==> config.mk <==
export PLATFORM = sky130hd
export DESIGN_NAME = iir_out_quant
export DESIGN_NICKNAME = d
export VERILOG_FILES = /design/src/rtl/iir_out_quant.sv
export SDC_FILE = /design/constraint.sdc
export NUM_CORES = 1
export LEC_CHECK = 0
export ABC_AREA = 1
export BUFFER_PORTS_ARGS = -buffer_cell sky130_fd_sc_hd__clkbuf_2
export CAP_MARGIN = 10
export CELL_PAD_IN_SITES_DETAIL_PLACEMENT = 1
export CELL_PAD_IN_SITES_GLOBAL_PLACEMENT = 1
export CORE_AREA = 2 2 109 132
export DETAILED_ROUTE_END_ITERATION = 6
export DIE_AREA = 0 0 111 134
export HOLD_SLACK_MARGIN = 0.1
export PLACE_DENSITY = 0.83
export SLEW_MARGIN = 10
export SYNTH_ARGS = -nofsm -noshare
export SYNTH_HDL_FRONTEND = slang
export SYNTH_SLANG_ARGS = --single-unit
export TNS_END_PERCENT = 1
==> constraint.sdc <==
create_clock -name clk -period 2.9 [get_ports clk]
set_input_delay 0.145 -clock clk [delete_from_list [all_inputs] [get_ports clk]]
set_output_delay 0.145 -clock clk [all_outputs]
set_load 0.02 [all_outputs]
==> src/rtl/iir_out_quant.sv <==
// Output stage for the IIR section: rounds/saturates sfix36_En27 to sfix18_En14 and buffers in a FIFO.
// Optional macro IIR_OUT_SATCNT_EN enables the saturation counter (sat_count tied to 0 otherwise).
module iir_out_quant #(
    parameter int unsigned DEPTH = 4
) (
    input  logic        clk,
    input  logic        reset,
    input  logic        enb_1_3_0,
    input  logic [35:0] In1,
    input  logic        clear,
    output logic [17:0] out_data,
    output logic        out_valid,
    input  logic        out_ready,
    output logic        overflow,
    output logic        sat_flag,
    output logic [15:0] sat_count
);

    localparam int unsigned AW = $clog2(DEPTH);
    localparam int unsigned CW = $clog2(DEPTH + 1);

    logic [36:0] q_ext;
    logic [23:0] q_shr;
    logic [12:0] unused_round_lsbs;
    logic        q_sat;
    logic [17:0] q_data;

    logic [17:0]   s1_data_q, s1_data_d;
    logic          s1_valid_q, s1_valid_d;
    logic          s1_sat_q, s1_sat_d;

    logic [17:0]   mem_q [DEPTH];
    logic [17:0]   mem_d [DEPTH];
    logic [AW-1:0] wr_ptr_q, wr_ptr_d;
    logic [AW-1:0] rd_ptr_q, rd_ptr_d;
    logic [CW-1:0] count_q, count_d;
    logic [17:0]   out_data_q, out_data_d;
    logic          overflow_q, overflow_d;
    logic          sat_flag_q, sat_flag_d;

    logic          full;
    logic          pop;
    logic          push_en;

    // Taking bits [36:13] of the rounded sum is the arithmetic shift by 13.
    always_comb begin
        q_ext             = {In1[35], In1} + 37'd4096;
        q_shr             = q_ext[36:13];
        unused_round_lsbs = q_ext[12:0];
        q_sat             = !((&q_shr[23:17]) || (~|q_shr[23:17]));
        if (q_sat) begin
            q_data = q_shr[23] ? 18'h20000 : 18'h1FFFF;
        end else begin
            q_data = q_shr[17:0];
        end
    end

    always_comb begin
        s1_data_d  = q_data;
        s1_valid_d = enb_1_3_0;
        s1_sat_d   = q_sat && enb_1_3_0;
    end

    always_comb begin
        full    = (count_q == CW'(DEPTH));
        pop     = out_valid && out_ready;
        push_en = s1_valid_q && (!full || pop);

        mem_d = mem_q;
        if (push_en) begin
            mem_d[wr_ptr_q] = s1_data_q;
        end

        wr_ptr_d = push_en ? wr_ptr_q + AW'(1) : wr_ptr_q;
        rd_ptr_d = pop ? rd_ptr_q + AW'(1) : rd_ptr_q;

        unique case ({push_en, pop})
            2'b10:   count_d = count_q + CW'(1);
            2'b01:   count_d = count_q - CW'(1);
            default: count_d = count_q;
        endcase

        // Head register: bypass the incoming sample when it lands at the new read pointer.
        out_data_d = out_data_q;
        if (pop || (push_en && count_q == '0)) begin
            if (push_en && wr_ptr_q == rd_ptr_d) begin
                out_data_d = s1_data_q;
            end else begin
                out_data_d = mem_q[rd_ptr_d];
            end
        end

        overflow_d = overflow_q || (s1_valid_q && !push_en);
        sat_flag_d = sat_flag_q || s1_sat_q;
        if (clear) begin
            overflow_d = 1'b0;
            sat_flag_d = 1'b0;
        end
    end

    always_ff @(posedge clk) begin
        if (reset) begin
            s1_data_q  <= '0;
            s1_valid_q <= 1'b0;
            s1_sat_q   <= 1'b0;
            for (int unsigned i = 0; i < DEPTH; i++) begin
                mem_q[i] <= '0;
            end
            wr_ptr_q   <= '0;
            rd_ptr_q   <= '0;
            count_q    <= '0;
            out_data_q <= '0;
            overflow_q <= 1'b0;
            sat_flag_q <= 1'b0;
        end else begin
            s1_data_q  <= s1_data_d;
            s1_valid_q <= s1_valid_d;
            s1_sat_q   <= s1_sat_d;
            mem_q      <= mem_d;
            wr_ptr_q   <= wr_ptr_d;
            rd_ptr_q   <= rd_ptr_d;
            count_q    <= count_d;
            out_data_q <= out_data_d;
            overflow_q <= overflow_d;
            sat_flag_q <= sat_flag_d;
        end
    end

`ifdef IIR_OUT_SATCNT_EN
    logic [15:0] sat_count_q, sat_count_d;

    always_comb begin
        sat_count_d = sat_count_q;
        if (s1_sat_q && sat_count_q != 16'hFFFF) begin
            sat_count_d = sat_count_q + 16'd1;
        end
        if (clear) begin
            sat_count_d = '0;
        end
    end

    always_ff @(posedge clk) begin
        if (reset) begin
            sat_count_q <= '0;
        end else begin
            sat_count_q <= sat_count_d;
        end
    end

    assign sat_count = sat_count_q;
`else
    assign sat_count = '0;
`endif

    assign out_data  = out_data_q;
    assign out_valid = (count_q != '0);
    assign overflow  = overflow_q;
    assign sat_flag  = sat_flag_q;

endmodule

Word-level counts from Yosys, hierarchy flattened
Cells that the tools add are included.
{"block": "classes", "n_reduce_logical": 22, "addsub": 5, "eq_ne": 4, "bitwise_logic": 2, "magnitude_cmp": 3, "mux": 11}
{"op": "$mux 18", "count": 6}
{"op": "$bwmux 72", "count": 1}
{"op": "$add 36x14->37 const B", "count": 1}
{"op": "$bmux 18 s2", "count": 1}
{"op": "$demux 18 s2", "count": 1}
{"op": "$logic_and 1x1->1", "count": 7}
{"op": "$reduce_and 7->1", "count": 1}
{"op": "$reduce_or 7->1", "count": 1}
{"op": "$ge 3x3->1 const B", "count": 2}
{"op": "$not 2->3", "count": 2}
{"op": "$pmux 3 s2", "count": 1}
{"op": "$logic_or 1x1->1", "count": 5}
{"op": "$add 2x1->2 const B", "count": 2}
{"op": "$logic_not 1->1", "count": 4}
{"op": "$add 3x1->3 const B", "count": 1}
{"op": "$eq 3x3->1 const B", "count": 1}
{"op": "$logic_not 3->1", "count": 1}
{"op": "$lt 3x1->1 const B", "count": 1}
{"op": "$reduce_bool 3->1", "count": 1}
{"op": "$sub 3x1->3 const B", "count": 1}
{"op": "$eq 2x1->1 const B", "count": 1}
{"op": "$eq 2x2->1", "count": 1}
{"op": "$eq 2x2->1 const B", "count": 1}
{"op": "$mux 2", "count": 1}
{"op": "other kinds (2)", "count": 2}
{"block": "word_totals", "regBits": 119, "wordCells": 60, "in_bits": 41, "out_inout_bits": 37}

Logic depth before layout (Yosys ltp)
{"block": "logic_depth", "word_depth": 8, "depth_mapped": 15}

Worst setup path before layout
No wires, ideal clock.
{"block": "synth_path", "path_type": "reg2reg", "startpoint": "reg count_q[2]", "endpoint": "reg out_data_q[10] (netlist: out_data[10])", "t_arrival_ns": 1.702, "t_required_ns": 2.791, "path_stages_with_launch": 14, "setup_slack_ns": 1.090, "period_less_slack_ns": 1.810, "path_buffers": 1, "setup_ns": 0.109, "path_cell_list": "dfxtp_1 > inv_2 > nand2_2 > nand2_2 > nor2_4 > inv_2 > nand2_4 > xor2_4 > nand3_4 > buf_6 > nand2_1 > nand3_1 > nand2_1 > inv_1"}
{"block": "synth_via", "elab_chain_cells": 8, "word_cells_on_any_way": 17, "cone_classes": "2 x eq/ne; 5 x mux; 1 x bitwise; 9 x reduce/logical"}
{"element": "start: declaration", "line": "36", "rtl": "logic [CW-1:0] count_q, count_d;"}
{"element": "start signal: assignment", "line": "122", "rtl": "count_q <= count_d;"}
{"element": "$reduce_bool 3->1 *", "line": "156", "rtl": "assign out_valid = (count_q != '0);"}
{"element": "net out_valid", "line": "12", "rtl": "output logic out_valid,"}
{"element": "$logic_and 1x1->1 *", "line": "66", "rtl": "pop = out_valid && out_ready;"}
{"element": "$mux 2", "line": "75", "rtl": "rd_ptr_d = pop ? rd_ptr_q + AW'(1) : rd_ptr_q;"}
{"element": "$not 2->3 (not written as such)", "line": "89", "rtl": "out_data_d = mem_q[rd_ptr_d];"}
{"element": "$bmux 18 s2", "line": "89"}
{"element": "$mux 18 (not written as such) (2 in series)", "line": "89"}
{"element": "$mux 18", "line": "86", "rtl": "if (push_en && wr_ptr_q == rd_ptr_d) begin"}
{"element": "end signal: assignment", "line": "123", "rtl": "out_data_q <= out_data_d;"}
{"element": "end: declaration", "line": "37", "rtl": "logic [17:0] out_data_q, out_data_d;"}
The timed path passes the listed nets; every way through them passes the cells marked *. The select of a mux whose other input is x is not followed.
A chain may end at the register's enable or synchronous reset.

Worst setup path in the final report
{"block": "layout_path", "startpoint": "reg count_q[2]", "endpoint": "reg out_data_q[10] (netlist: out_data[10])"}
{"block": "layout_via", "elab_chain_cells": 8, "word_cells_on_any_way": 17, "cone_classes": "2 x eq/ne; 5 x mux; 1 x bitwise; 9 x reduce/logical"}
{"element": "$reduce_bool 3->1", "line": "156"}
{"element": "$logic_and 1x1->1", "line": "66"}
{"element": "$mux 2", "line": "75"}
{"element": "$not 2->3 (not written as such)", "line": "89"}
{"element": "$bmux 18 s2", "line": "89"}
{"element": "$mux 18 (not written as such) (2 in series)", "line": "89"}
{"element": "$mux 18", "line": "86"}
Several ways; a longest one is shown, not always the timed one. The select of a mux whose other input is x is not followed.

==> results.json <==
{
  "yosys.area_share.xor_xnor_pct": 3.72,
  "cts_resized": 0,
  "post-synth-top-count-cell": "nand2_1",
  "core-area_um2": 13600,
  "max_clock_freq_ghz": 0.408,
  "layout-area-overhead-vs-synth_pct": 15.1,
  "max-cap-violations": 0,
  "synthAdderAreaFrac_pct": 1.59,
  "rows": 47,
  "timing.hold.ws_ns": 0.120,
  "cts_tree": "yes",
  "port_buffers": 49,
  "max_slew.worst_pin.slew_ns": 0.657,
  "wl_per_cell_um": 16.4,
  "crit_path_end_kind": "flop",
  "via_per_inst": 5.42,
  "status": "finished, final reports clean",
  "cts_made_buffers": 17,
  "synth_cell_types": 35,
  "rsz0062_at_grt": "false",
  "fin_crit_sh_pct": 84.5,
  "synth_compound_area_share_pct": 17.6,
  "boundaryPins": 78,
  "drt_first_pass_iters": 4,
  "num-nets-final": 935,
  "design_area_um2": 6890,
  "critPathLaunchType": "flop",
  "worstSkewPairLatency_ns": 0.40,
  "crit_arrival_ns": 2.75,
  "finalSetupViolCount": 0,
  "synth_top_family_by_area": "simple AND/OR/NAND/NOR gates",
  "antennaDiodeCount": 0,
  "cts.sinks": 119,
  "yosysTopAreaCell": "dfxtp_1",
  "gp_congestion": 0.837,
  "synth_mux_area_share_pct": 0,
  "setup_tns_ns": 0,
  "place_area_um2": 6280,
  "die_h_um": 134,
  "synth_edf_count": 0,
  "grt_max_degree": 46,
  "worstSetupPathType": "flop to flop",
  "relSlewSlack_pct": 56.2,
  "synthCells": 842,
  "cts_buffer_depth": 2,
  "die_w_um": 111,
  "yosys.area_share.simple_pct": 25.0,
  "skew_ns": 0.00680,
  "dp_hpwl_mm": 11.4,
  "die-area_um2": 14900,
  "grt_pass1_wl_mm": 29.1,
  "start_util_pct": 44.1,
  "path_clk_slew_ns": 0.05,
  "ys_async_sr_fraction_pct": 0,
  "htreeDepth": 4,
  "antenna_left": 0,
  "nFillCells": 1764,
  "hold_class": "primary input to flop",
  "ys_seq_area_share_pct": 39.8,
  "ir_worst_vdd_v": 0.000444,
  "finalPower_mw": 5.43,
  "gr-total-overflow": 0,
  "grt_usage_pct": 24.2,
  "ys_seq_elements": 119,
  "post-route-min-period_ns": 2.45,
  "avgSynthCellArea_um2": 7.11,
  "root_buffer": "clkbuf_16",
  "netlist_top_cells_area": "dfxtp_1, nand2_1, a21oi_1",
  "yosysTopAreaCellShare_pct": 39.8,
  "hold_viol": 0,
  "antenna_found_initial": 0,
  "netlist_area_um2": 5990,
  "grt_pass1_vias": 6111,
  "slew_viol_final": 0,
  "yosys_warnings": 0,
  "drive_gt1_share_pct": 12.9,
  "p_per_area_nw_per_um2": 788,
  "vias": 5796,
  "p_leak_nw": 3.10,
  "wl_mm": 17.6,
  "cp.required_ns": 3.20,
  "netlist_top_cells_count": "nand2_1, dfxtp_1, inv_1",
  "critPathMaxFanout": 45,
  "ys.flop_type": "dfxtp_1",
  "drc": 0,
  "drt_iter0_markers": 287
}
==> stage by stage <==
stage / setup WS, ns / std cells / utilization, %
floorplan: 1.09 / 857 / -
global placement: 0.611 / 1029 / 46.2
detailed placement: 0.514 / 1029 / 46.2
CTS: 0.467 / 1070 / 50.7
global route: 0.215 / 1070 / 50.7
finish: 0.450 / 1070 / 50.7
==> state kept, by name (all words and copies together), names as in the netlist, 2 cells and up <==
signal / count
wr_ptr_q: 2
count_q: 3
rd_ptr_q: 2
out_data: 18
mem_q: 72
s1_data_q: 18
==> layout by cell type, fill, tap and decap left out, drive strengths merged <==
cell	Yosys	final
dlygate4sd3	0	10
o211ai	36	36
nor2	38	38
clkinv	1	5
or2	1	1
nand3b	2	2
o21ai	60	60
ha	6	6
inv	100	100
nand3	66	66
dfxtp	119	119
a21oi	96	96
fa	1	1
clkbuf	25	76
nor3	3	3
xnor3	1	1
conb	1	16
nand2	205	205
xnor2	6	6
nand4	22	22
xor2	13	13
buf	40	17
==> layout make-up <==
cell class	count	area, µm²	share of cell area (%)
repair buffers	76	473	6.86
well taps	171	214	3.11
flip-flops and latches	119	2380	34.6
clock buffers	27	493	7.15
multi-input cells	572	2930	42.5
inverters	101	379	5.50
clock inverters	4	20.0	0.291
==> repair_timing <==
item	4_1_cts	5_1_grt
setup buffers	0	0
hold buffers	10	0
hold endpoints to repair	12	0
setup endpoints to repair	0	0
==> worst paths after layout <==
kind,from,to,slack (ns),cells after the start
max,count_q[2],out_data[10],0.45,14
min,In1[20],s1_data_q[7],0.12,4
max reg2reg,count_q[2],out_data[10],0.45,14
min reg2reg,mem_q[63],mem_q[63],0.45,2
==> where the power goes <==
part	switching [mW]	leakage [nW]	internal [mW]	total, mW
sequential	0.0924	0.972	1.80	1.89
combinational	1.19	1.87	0.515	1.71
clock	0.685	0.255	1.15	1.83
==> cells by family after synthesis <==
| group | after synthesis |
|---|---|
| AOI/OAI and AO/OA | 192 |
| adders and majority gates | 7 |
| and+or+nand+nor | 337 |
| other | 1 |
| DFF | 119 |
| buffers and inverters | 166 |
| xor gates and xnor gates | 20 |
==> worst max-delay path, cell delays in order (launching register included) <==
cell and delay (ns):
dfxtp_1 0.37, inv_2 0.07, nand2_2 0.10, nand2_2 0.10, nor2_4 0.18, inv_2 0.06
nand2_4 0.40, buf_4 0.41, nand2_1 0.10, o211ai_1 0.12, nand2_1 0.09, nand2_1 0.08
nand3_1 0.12, nand2_1 0.09, inv_1 0.04
==> routing by layer <==
metal	up-vias	GRT usage (%)	routed length (µm)
li1	2811	-	-
met4	0	9.51	332
met3	31	4.20	800
met2	162	46.6	9360
met1	2792	26.2	7070
met5	-	0	0
Power figures use the tool's default switching activity.
